[src/rtl/mii_frame_monitor_if.sv]
// MII TX tap bundle: word qualifier, data lanes and per-lane control bits.
// The monitor only ever listens on this bundle (slave); whoever drives the
// MII bus owns the master side.
interface mii_frame_monitor_if #(
    parameter int DATA_WIDTH = 64
) ();
    localparam int CTRL_WIDTH = DATA_WIDTH / 8;

    logic                  i_valid;
    logic [DATA_WIDTH-1:0] i_tx_data;
    logic [CTRL_WIDTH-1:0] i_tx_ctrl;

    modport master (
        output i_valid,
        output i_tx_data,
        output i_tx_ctrl
    );

    modport slave (
        input i_valid,
        input i_tx_data,
        input i_tx_ctrl
    );
endinterface

[src/rtl/mii_frame_monitor.sv]
// Lane-aware TX frame monitor for the MII datapath.
// Follows START/TERMINATE control characters, counts payload bytes, flags
// short/long/protocol errors and keeps saturating frame/error statistics.
// Passive: it only observes the bus.
// Optional build macro MII_MON_IDLE_CHECK_EN: also police IDLE-state words
// (data lanes or unexpected control characters raise a protocol error).
module mii_frame_monitor #(
    parameter int         DATA_WIDTH        = 64,
    parameter int         CTRL_WIDTH        = DATA_WIDTH / 8,
    parameter logic [7:0] IDLE_CODE         = 8'h07,
    parameter logic [7:0] START_CODE        = 8'hFB,
    parameter logic [7:0] TERM_CODE         = 8'hFD,
    parameter int         MIN_PAYLOAD_BYTES = 40,
    parameter int         MAX_PAYLOAD_BYTES = 136,
    parameter int         CNT_WIDTH         = 16
) (
    input  logic                 clk,
    input  logic                 i_rst,
    mii_frame_monitor_if.slave   mii,
    input  logic                 i_clear_stats,
    output logic                 o_frame_done,
    output logic [CNT_WIDTH-1:0] o_frame_len,
    output logic                 o_err_short,
    output logic                 o_err_long,
    output logic                 o_err_proto,
    output logic [CNT_WIDTH-1:0] o_frame_cnt,
    output logic [CNT_WIDTH-1:0] o_err_cnt
);
    localparam int LANES = CTRL_WIDTH;

`ifdef MII_MON_IDLE_CHECK_EN
    localparam bit IDLE_CHECK_EN = 1'b1;
`else
    localparam bit IDLE_CHECK_EN = 1'b0;
`endif

    typedef enum logic [1:0] {
        ST_IDLE,
        ST_DATA,
        ST_DRAIN
    } state_t;

    function automatic logic [CNT_WIDTH-1:0] sat_add(input logic [CNT_WIDTH-1:0] a,
                                                     input logic [CNT_WIDTH-1:0] b);
        logic [CNT_WIDTH:0] s;
        s = {1'b0, a} + {1'b0, b};
        return s[CNT_WIDTH] ? {CNT_WIDTH{1'b1}} : s[CNT_WIDTH-1:0];
    endfunction

    function automatic logic [CNT_WIDTH-1:0] sat_inc(input logic [CNT_WIDTH-1:0] a);
        return (&a) ? a : a + 1'b1;
    endfunction

    state_t               state_q, state_d;
    logic [CNT_WIDTH-1:0] cnt_q, cnt_d;
    logic                 frame_done_q, frame_done_d;
    logic [CNT_WIDTH-1:0] frame_len_q, frame_len_d;
    logic                 err_short_q, err_short_d;
    logic                 err_long_q, err_long_d;
    logic                 err_proto_q, err_proto_d;
    logic [CNT_WIDTH-1:0] frame_cnt_q, frame_cnt_d;
    logic [CNT_WIDTH-1:0] err_cnt_q, err_cnt_d;

    logic [CTRL_WIDTH-1:0] scan_ctrl;
    logic                  scan_found;
    int                    scan_k;
    logic [7:0]            scan_byte;
    logic                  any_term;
    logic                  idle_bad;
    logic                  start_word;
    logic [CNT_WIDTH-1:0]  lane_bytes;
    logic [CNT_WIDTH-1:0]  len_sum;

    // Lane decode: lowest control lane (lane 0 excluded for a START word), any TERM, idle legality
    always_comb begin
        scan_ctrl = mii.i_tx_ctrl;
        if (state_q == ST_IDLE) begin
            scan_ctrl[0] = 1'b0;
        end
        scan_found = 1'b0;
        scan_k     = 0;
        for (int k = LANES - 1; k >= 0; k--) begin
            if (scan_ctrl[k]) begin
                scan_found = 1'b1;
                scan_k     = k;
            end
        end
        scan_byte = mii.i_tx_data[8*scan_k +: 8];

        any_term = 1'b0;
        idle_bad = ~(&mii.i_tx_ctrl);
        for (int k = 0; k < LANES; k++) begin
            if (mii.i_tx_ctrl[k] && (mii.i_tx_data[8*k +: 8] == TERM_CODE)) begin
                any_term = 1'b1;
            end
            if (mii.i_tx_ctrl[k] && (mii.i_tx_data[8*k +: 8] != IDLE_CODE)) begin
                idle_bad = 1'b1;
            end
        end

        start_word = mii.i_tx_ctrl[0] && (mii.i_tx_data[7:0] == START_CODE);

        // In the START word lane 0 is the START itself, so payload begins at lane 1
        if (state_q == ST_IDLE) begin
            lane_bytes = scan_found ? CNT_WIDTH'(scan_k - 1) : CNT_WIDTH'(LANES - 1);
            len_sum    = lane_bytes;
        end else begin
            lane_bytes = scan_found ? CNT_WIDTH'(scan_k) : CNT_WIDTH'(LANES);
            len_sum    = sat_add(cnt_q, lane_bytes);
        end
    end

    // Next state, byte counter and per-word pulse decisions
    always_comb begin
        state_d      = state_q;
        cnt_d        = cnt_q;
        frame_done_d = 1'b0;
        frame_len_d  = frame_len_q;
        err_short_d  = 1'b0;
        err_long_d   = 1'b0;
        err_proto_d  = 1'b0;

        if (mii.i_valid) begin
            case (state_q)
                ST_DRAIN: begin
                    if (any_term) begin
                        state_d = ST_IDLE;
                    end
                end
                default: begin
                    if ((state_q == ST_DATA) || start_word) begin
                        if (!scan_found) begin
                            state_d = ST_DATA;
                            cnt_d   = len_sum;
                        end else if (scan_byte == TERM_CODE) begin
                            state_d      = ST_IDLE;
                            cnt_d        = '0;
                            frame_done_d = 1'b1;
                            frame_len_d  = len_sum;
                            err_short_d  = len_sum < CNT_WIDTH'(MIN_PAYLOAD_BYTES);
                            err_long_d   = len_sum > CNT_WIDTH'(MAX_PAYLOAD_BYTES);
                        end else begin
                            state_d     = ST_DRAIN;
                            cnt_d       = '0;
                            err_proto_d = 1'b1;
                        end
                    end else begin
                        err_proto_d = IDLE_CHECK_EN & idle_bad;
                    end
                end
            endcase
        end
    end

    // Statistics: counted alongside the pulses they describe; clear has priority
    always_comb begin
        frame_cnt_d = frame_cnt_q;
        err_cnt_d   = err_cnt_q;
        if (i_clear_stats) begin
            frame_cnt_d = '0;
            err_cnt_d   = '0;
        end else begin
            if (frame_done_d) begin
                frame_cnt_d = sat_inc(frame_cnt_q);
            end
            if (err_short_d || err_long_d || err_proto_d) begin
                err_cnt_d = sat_inc(err_cnt_q);
            end
        end
    end

    // State, counters and registered outputs; reset discards any frame in flight
    always_ff @(posedge clk or posedge i_rst) begin
        if (i_rst) begin
            state_q      <= ST_IDLE;
            cnt_q        <= '0;
            frame_done_q <= 1'b0;
            frame_len_q  <= '0;
            err_short_q  <= 1'b0;
            err_long_q   <= 1'b0;
            err_proto_q  <= 1'b0;
            frame_cnt_q  <= '0;
            err_cnt_q    <= '0;
        end else begin
            state_q      <= state_d;
            cnt_q        <= cnt_d;
            frame_done_q <= frame_done_d;
            frame_len_q  <= frame_len_d;
            err_short_q  <= err_short_d;
            err_long_q   <= err_long_d;
            err_proto_q  <= err_proto_d;
            frame_cnt_q  <= frame_cnt_d;
            err_cnt_q    <= err_cnt_d;
        end
    end

    assign o_frame_done = frame_done_q;
    assign o_frame_len  = frame_len_q;
    assign o_err_short  = err_short_q;
    assign o_err_long   = err_long_q;
    assign o_err_proto  = err_proto_q;
    assign o_frame_cnt  = frame_cnt_q;
    assign o_err_cnt    = err_cnt_q;
endmodule

[src/flat_wrapper.sv]
// flat-port wrapper written by rule: the top's interface ports become plain ports
module mii_frame_monitor_flat 
#(
    parameter int         DATA_WIDTH        = 64,
    parameter int         CTRL_WIDTH        = DATA_WIDTH / 8,
    parameter logic [7:0] IDLE_CODE         = 8'h07,
    parameter logic [7:0] START_CODE        = 8'hFB,
    parameter logic [7:0] TERM_CODE         = 8'hFD,
    parameter int         MIN_PAYLOAD_BYTES = 40,
    parameter int         MAX_PAYLOAD_BYTES = 136,
    parameter int         CNT_WIDTH         = 16
)
  (clk, i_rst, i_clear_stats, o_frame_done, o_frame_len, o_err_short, o_err_long, o_err_proto, o_frame_cnt, o_err_cnt, mii_i_valid, mii_i_tx_data, mii_i_tx_ctrl);
  mii_frame_monitor_if #(.DATA_WIDTH(DATA_WIDTH)) mii_i ();
  input  logic clk;
  input  logic i_rst;
  input  logic i_clear_stats;
  output logic o_frame_done;
  output logic [CNT_WIDTH-1:0] o_frame_len;
  output logic o_err_short;
  output logic o_err_long;
  output logic o_err_proto;
  output logic [CNT_WIDTH-1:0] o_frame_cnt;
  output logic [CNT_WIDTH-1:0] o_err_cnt;
  input wire logic [$bits(mii_i.i_valid)-1:0] mii_i_valid;
  input wire logic [$bits(mii_i.i_tx_data)-1:0] mii_i_tx_data;
  input wire logic [$bits(mii_i.i_tx_ctrl)-1:0] mii_i_tx_ctrl;
  assign mii_i.i_valid = mii_i_valid;
  assign mii_i.i_tx_data = mii_i_tx_data;
  assign mii_i.i_tx_ctrl = mii_i_tx_ctrl;
  mii_frame_monitor #(.DATA_WIDTH(DATA_WIDTH), .CTRL_WIDTH(CTRL_WIDTH), .IDLE_CODE(IDLE_CODE), .START_CODE(START_CODE), .TERM_CODE(TERM_CODE), .MIN_PAYLOAD_BYTES(MIN_PAYLOAD_BYTES), .MAX_PAYLOAD_BYTES(MAX_PAYLOAD_BYTES), .CNT_WIDTH(CNT_WIDTH)) u_core (.clk(clk), .i_rst(i_rst), .mii(mii_i), .i_clear_stats(i_clear_stats), .o_frame_done(o_frame_done), .o_frame_len(o_frame_len), .o_err_short(o_err_short), .o_err_long(o_err_long), .o_err_proto(o_err_proto), .o_frame_cnt(o_frame_cnt), .o_err_cnt(o_err_cnt));
endmodule
[config.mk]
export PLATFORM = sky130hd
export DESIGN_NAME = mii_frame_monitor_flat
export DESIGN_NICKNAME = d
export VERILOG_FILES = /design/src/rtl/mii_frame_monitor_if.sv /design/src/rtl/mii_frame_monitor.sv /design/src/flat_wrapper.sv
export SDC_FILE = /design/constraint.sdc
export NUM_CORES = 1
export LEC_CHECK = 0
export ABC_AREA = 1
export BUFFER_PORTS_ARGS = -buffer_cell sky130_fd_sc_hd__buf_2
export CAP_MARGIN = 20
export CORE_ASPECT_RATIO = 1.4
export CORE_MARGIN = 3
export CORE_UTILIZATION = 50
export DETAILED_ROUTE_END_ITERATION = 8
export PLACE_DENSITY = 0.76
export SKIP_LAST_GASP = 1
export SLEW_MARGIN = 20
export SYNTH_ARGS = -nofsm -noshare
export SYNTH_HDL_FRONTEND = slang
export SYNTH_SLANG_ARGS = --single-unit
export TNS_END_PERCENT = 20
[constraint.sdc]
create_clock -name clk -period 4.1 [get_ports clk]
set_input_delay 0.615 -clock clk [delete_from_list [all_inputs] [get_ports clk]]
set_output_delay 0.615 -clock clk [all_outputs]
set_load 0.03 [all_outputs]
==> reports/results.tsv <==
stage	metric	value	unit
sta	FMAX	270	MHz
global_route	first-pass GRT wire length	22800	µm
logic_synthesis	Synth Instances	701	
worst_setup_path	nature of the critical path endpoint	flop	
pwr	combinational power share	36.7	%
global_route	GRT overflow	0	
clock_tree	Worst-path clk slew	0.06	ns
flow_run	max cap viols	0	
floorplan	die height	123	µm
place	IO buf count	127	
worst_setup_path	CP max stage cell	dfrtp_1	
worst_setup_path	r2r endpoint	u_core.o_err_cnt[3]$_DFFE_PP0P_	
worst_setup_path	Reg2Reg Depth	23	
logic_synthesis	Synth Cell Area	4850	µm²
global_route	met2 Usage GRT	44.7	%
place	Placer Congestion	0.983	
sta	Final setup viols	0	
worst_setup_path	critical path depth	23	
global_route	Global Route Usage Sum	26.3	%
routing	Initial DRT Pass Iterations	5	
routing	vias per cell	5.43	
routing	final wirelength	13900	µm
layout	n_diodes	0	
sta	Tmin final	3.71	ns
logic_synthesis	synth unique cells	43	
global_route	Global Route met1 Usage	32.6	%
worst_setup_path	Critical path buffers and inverters	2	
pwr	Leak	3.27	nW
clock_tree	Clock Tree Root	clkbuf_16	
worst_setup_path	Worst Path Max Fanout	16	
place	Setup WS pre-CTS	0.172	ns
floorplan	initial core utilization	52.5	%
logic_synthesis	register area share after synthesis	36.1	%
logic_synthesis	asr flop ratio synth	100	%
global_route	vias in the first global route	4985	
layout	area grow syn2layout	21.6	%
clock_tree	H-tree levels	3	
floorplan	Core Rows	41	
floorplan	die area	10900	µm²
worst_setup_path	crit path DAT	3.98	ns
routing	initial drt markers	308	
sta	setup TNS	0	ns
worst_setup_path	Worst EP required	4.37	ns
floorplan	DIE WIDTH	89.2	µm
global_route	antenna violations before repair	0	
routing	post-route antenna net violation count	0	
sta	Slew @ Worst Pin	0.868	ns
sta	final slew viol count	0	
logic_synthesis	syn_area_per_cell	6.92	µm²
worst_setup_path	CP delay by family, top	simple AND/OR/NAND/NOR gates	
layout	fillers	821	
worst_setup_path	worst setup path start	u_core.state_q[0]$_DFFE_PP0P_	
logic_synthesis	cell taking the most area after synthesis	dfrtp_1	
outcome	outcome	finished clean	
worst_setup_path	CP endpoint	u_core.o_err_cnt[3]$_DFFE_PP0P_	
worst_setup_path	worst path cell trace	nor2_4 > inv_4 > nand2_4 > nand2_4 > nor2_4 > nand2_4 > inv_1 > ha_1 > nand2_1 > nand2_1 > nand2_1 > nand2_2 > nand4_1 > nand3_1 > nand2_1 > nand2_1 > nor2_1 > nand3_1 > nand3_2 > nand4_4 > nand2_4 > nand2_1 > nand2_1	
clock_tree	Sink Count	70	
routing	Routed wire per std cell	14.8	µm
pwr	Pint	0.00165	W
place	hpwl dp	10700	µm
layout	layout cells sized above 1	22.1	%
worst_setup_path	Crit Path Category	reg -> reg	
logic_synthesis	Post-synth EDFFs	0	
layout	Nets	914	
floorplan	# IOs	128	
worst_setup_path	slowest stage delay, CP	0.44	ns
routing	drc violations	0	
clock_tree	TritonCTS clock tree	built	
logic_synthesis	yosys warns	0	
pwr	Seq pwr share	33.4	%
clock_tree	maximum buffer depth of the clock tree	2	
sta	final setup margin	0.394	ns
pwr	switching part of the total	40.5	%
logic_synthesis	area fraction of the dominant cell type after synthesis	36.1	%
routing	Via Count	5113	
pwr	clock network fraction of design power	29.9	%
worst_setup_path	most frequent CP cell	nand2_1	
pwr	Switching Power	0.00112	W
logic_synthesis	synth top area cells	dfrtp_1, nand2_1, nand3_1, inv_1, nor2_1	
sta	relative max-transition margin	42.0	%
floorplan	core area	9230	µm²
logic_synthesis	dominant synthesized flop cell	dfrtp_1	
sta	clock skew	0.00663	ns
logic_synthesis	Mapped Nets	786	
global_route	grt met3 use	3.90	%
hold_path	worst hold path type	in -> async	
sta	Hold Vio Cnt, Final	0	
worst_setup_path	reg2reg start	u_core.state_q[0]$_DFFE_PP0P_	
pwr	worst ir drop on vdd	301	µV
sta	RSZ-0062 raised after global routing	false	
logic_synthesis	#FFs+latches synth	70	
worst_setup_path	R2R Setup Slk	0.39	ns
clock_tree	Clk Latency, worst-skew pair	0.33	ns
sta	Final period util	90.4	%
worst_setup_path	Worst setup SP type	flop	
pwr	power per cell area	470	nW/µm²
clock_tree	CTS buffer count	9	
clock_tree	# hold bufs at CTS	0	
global_route	busiest layer in global routing	met2	
global_route	largest net degree at the start of global routing	43	
## layout by cell type (no fill, tap or decap), types with 3 or more instances in the layout
cell | Yosys | routed
nand2_1 | 206 | 205
buf_2 | 3 | 127
inv_1 | 86 | 85
nand3_1 | 74 | 74
dfrtp_1 | 70 | 70
nor2_1 | 66 | 66
o21ai_0 | 36 | 36
nand4_1 | 29 | 29
xor2_1 | 19 | 19
nor3_1 | 14 | 14
o22ai_1 | 10 | 10
a21oi_1 | 9 | 9
clkbuf_16 | 0 | 9
ha_1 | 8 | 8
inv_2 | 5 | 6
nand2_2 | 4 | 5
nand2_4 | 5 | 5
nor4_1 | 5 | 5
nand3_2 | 5 | 5
nor2_4 | 4 | 4
nand3b_1 | 4 | 4
and3_1 | 3 | 3
or2_2 | 3 | 3
o21ai_1 | 3 | 3
clkbuf_8 | 0 | 3
buf_4 | 1 | 3
## worst min-delay path by stage
| stage | start | to | slack, ns | cells after the start |
|---|---|---|---|---|
| after floorplan | u_core.cnt_q[0]$_DFFE_PP0P_ | u_core.cnt_q[0]$_DFFE_PP0P_ | 0.46 | 2 |
| after global placement | u_core.o_frame_len[1]$_DFFE_PP0P_ | u_core.o_frame_len[1]$_DFFE_PP0P_ | 0.45 | 2 |
| after detailed placement | u_core.o_frame_len[2]$_DFFE_PP0P_ | u_core.o_frame_len[2]$_DFFE_PP0P_ | 0.46 | 2 |
| after CTS | u_core.o_frame_len[2]$_DFFE_PP0P_ | u_core.o_frame_len[2]$_DFFE_PP0P_ | 0.47 | 2 |
| after global routing | u_core.o_frame_len[2]$_DFFE_PP0P_ | u_core.o_frame_len[2]$_DFFE_PP0P_ | 0.49 | 2 |
| final | i_rst | u_core.cnt_q[12]$_DFFE_PP0P_ | 0.46 | 2 |
## power by group through the flow
stage	Clock (W)	Combinational [W]	Sequential, W
after CTS	0.000835	0.00101	0.000923
after global routing	0.000868	0.00113	0.000940
after floorplan	0	0.000619	0.00103
after global placement	0	0.000983	0.000929
final	0.000828	0.00102	0.000926
after detailed placement	0	0.000995	0.000935
## metal layers
metal	part of all wire, %	wire, µm	vias up
met1	41	5660	2364
met3	4.8	664	41
met5	0	0	-
met4	3.2	439	0
li1	-	-	2537
met2	51	7130	171
## layout make-up
cell class,instances,area (µm²),area share [%]
multi-input cells,525,2690,45.5
flip-flops and latches,70,1750,29.7
repair buffers,130,658,11.2
inverters,93,352,5.96
clock buffers,12,267,4.52
well taps,107,134,2.27
clock inverters,4,52.6,0.891
## registers in the layout (all words and copies together), names as in the netlist, 2 cells and up
register            flops
u_core.o_err_cnt       16
u_core.o_frame_len     16
u_core.o_frame_cnt     16
u_core.cnt_q           16
u_core.state_q          2
## logic make-up (layout without fill, tap and decap cells)
logic type / count (synthesis) / after routing / synth area share [%]
simple gates: 432 / 432 / 41.8
buf+inv: 106 / 239 / 8.57
flops: 70 / 70 / 36.1
compound gates: 64 / 64 / 7.38
xor+xnor: 20 / 20 / 3.61
fa+ha+maj: 9 / 9 / 2.48
## metrics by stage
stage	power (W)	util [%]	hold slack, ns	std cells	area, µm²
after global routing	0.00294	63.9	0.495	941	5900
after floorplan	0.00165	-	0.459	701	4850
after CTS	0.00277	63.9	0.473	941	5900
after detailed placement	0.00193	60.4	0.458	925	5580
after global placement	0.00191	60.4	0.450	925	5580
final	0.00277	63.9	0.463	941	5900
## synth_stat cells (5+ instances only)
| cell | number |
|---|---|
| nand2_1 | 206 |
| a21oi_1 | 9 |
| dfrtp_1 | 70 |
| clkbuf_1 | 8 |
| o21ai_0 | 36 |
| inv_2 | 5 |
| nand3_2 | 5 |
| nand2_4 | 5 |
| nand3_1 | 74 |
| xor2_1 | 19 |
| nor3_1 | 14 |
| inv_1 | 86 |
| nand4_1 | 29 |
| nor2_1 | 66 |
| nor4_1 | 5 |
| o22ai_1 | 10 |
| ha_1 | 8 |
## what timing repair did
item                       in CTS  in global routing
setup endpoints to repair       0                 15
hold endpoints to repair        0                  0
resized for setup               0                  1
buffers inserted                0                  0
No activity file was read; power rests on OpenSTA's default activity.
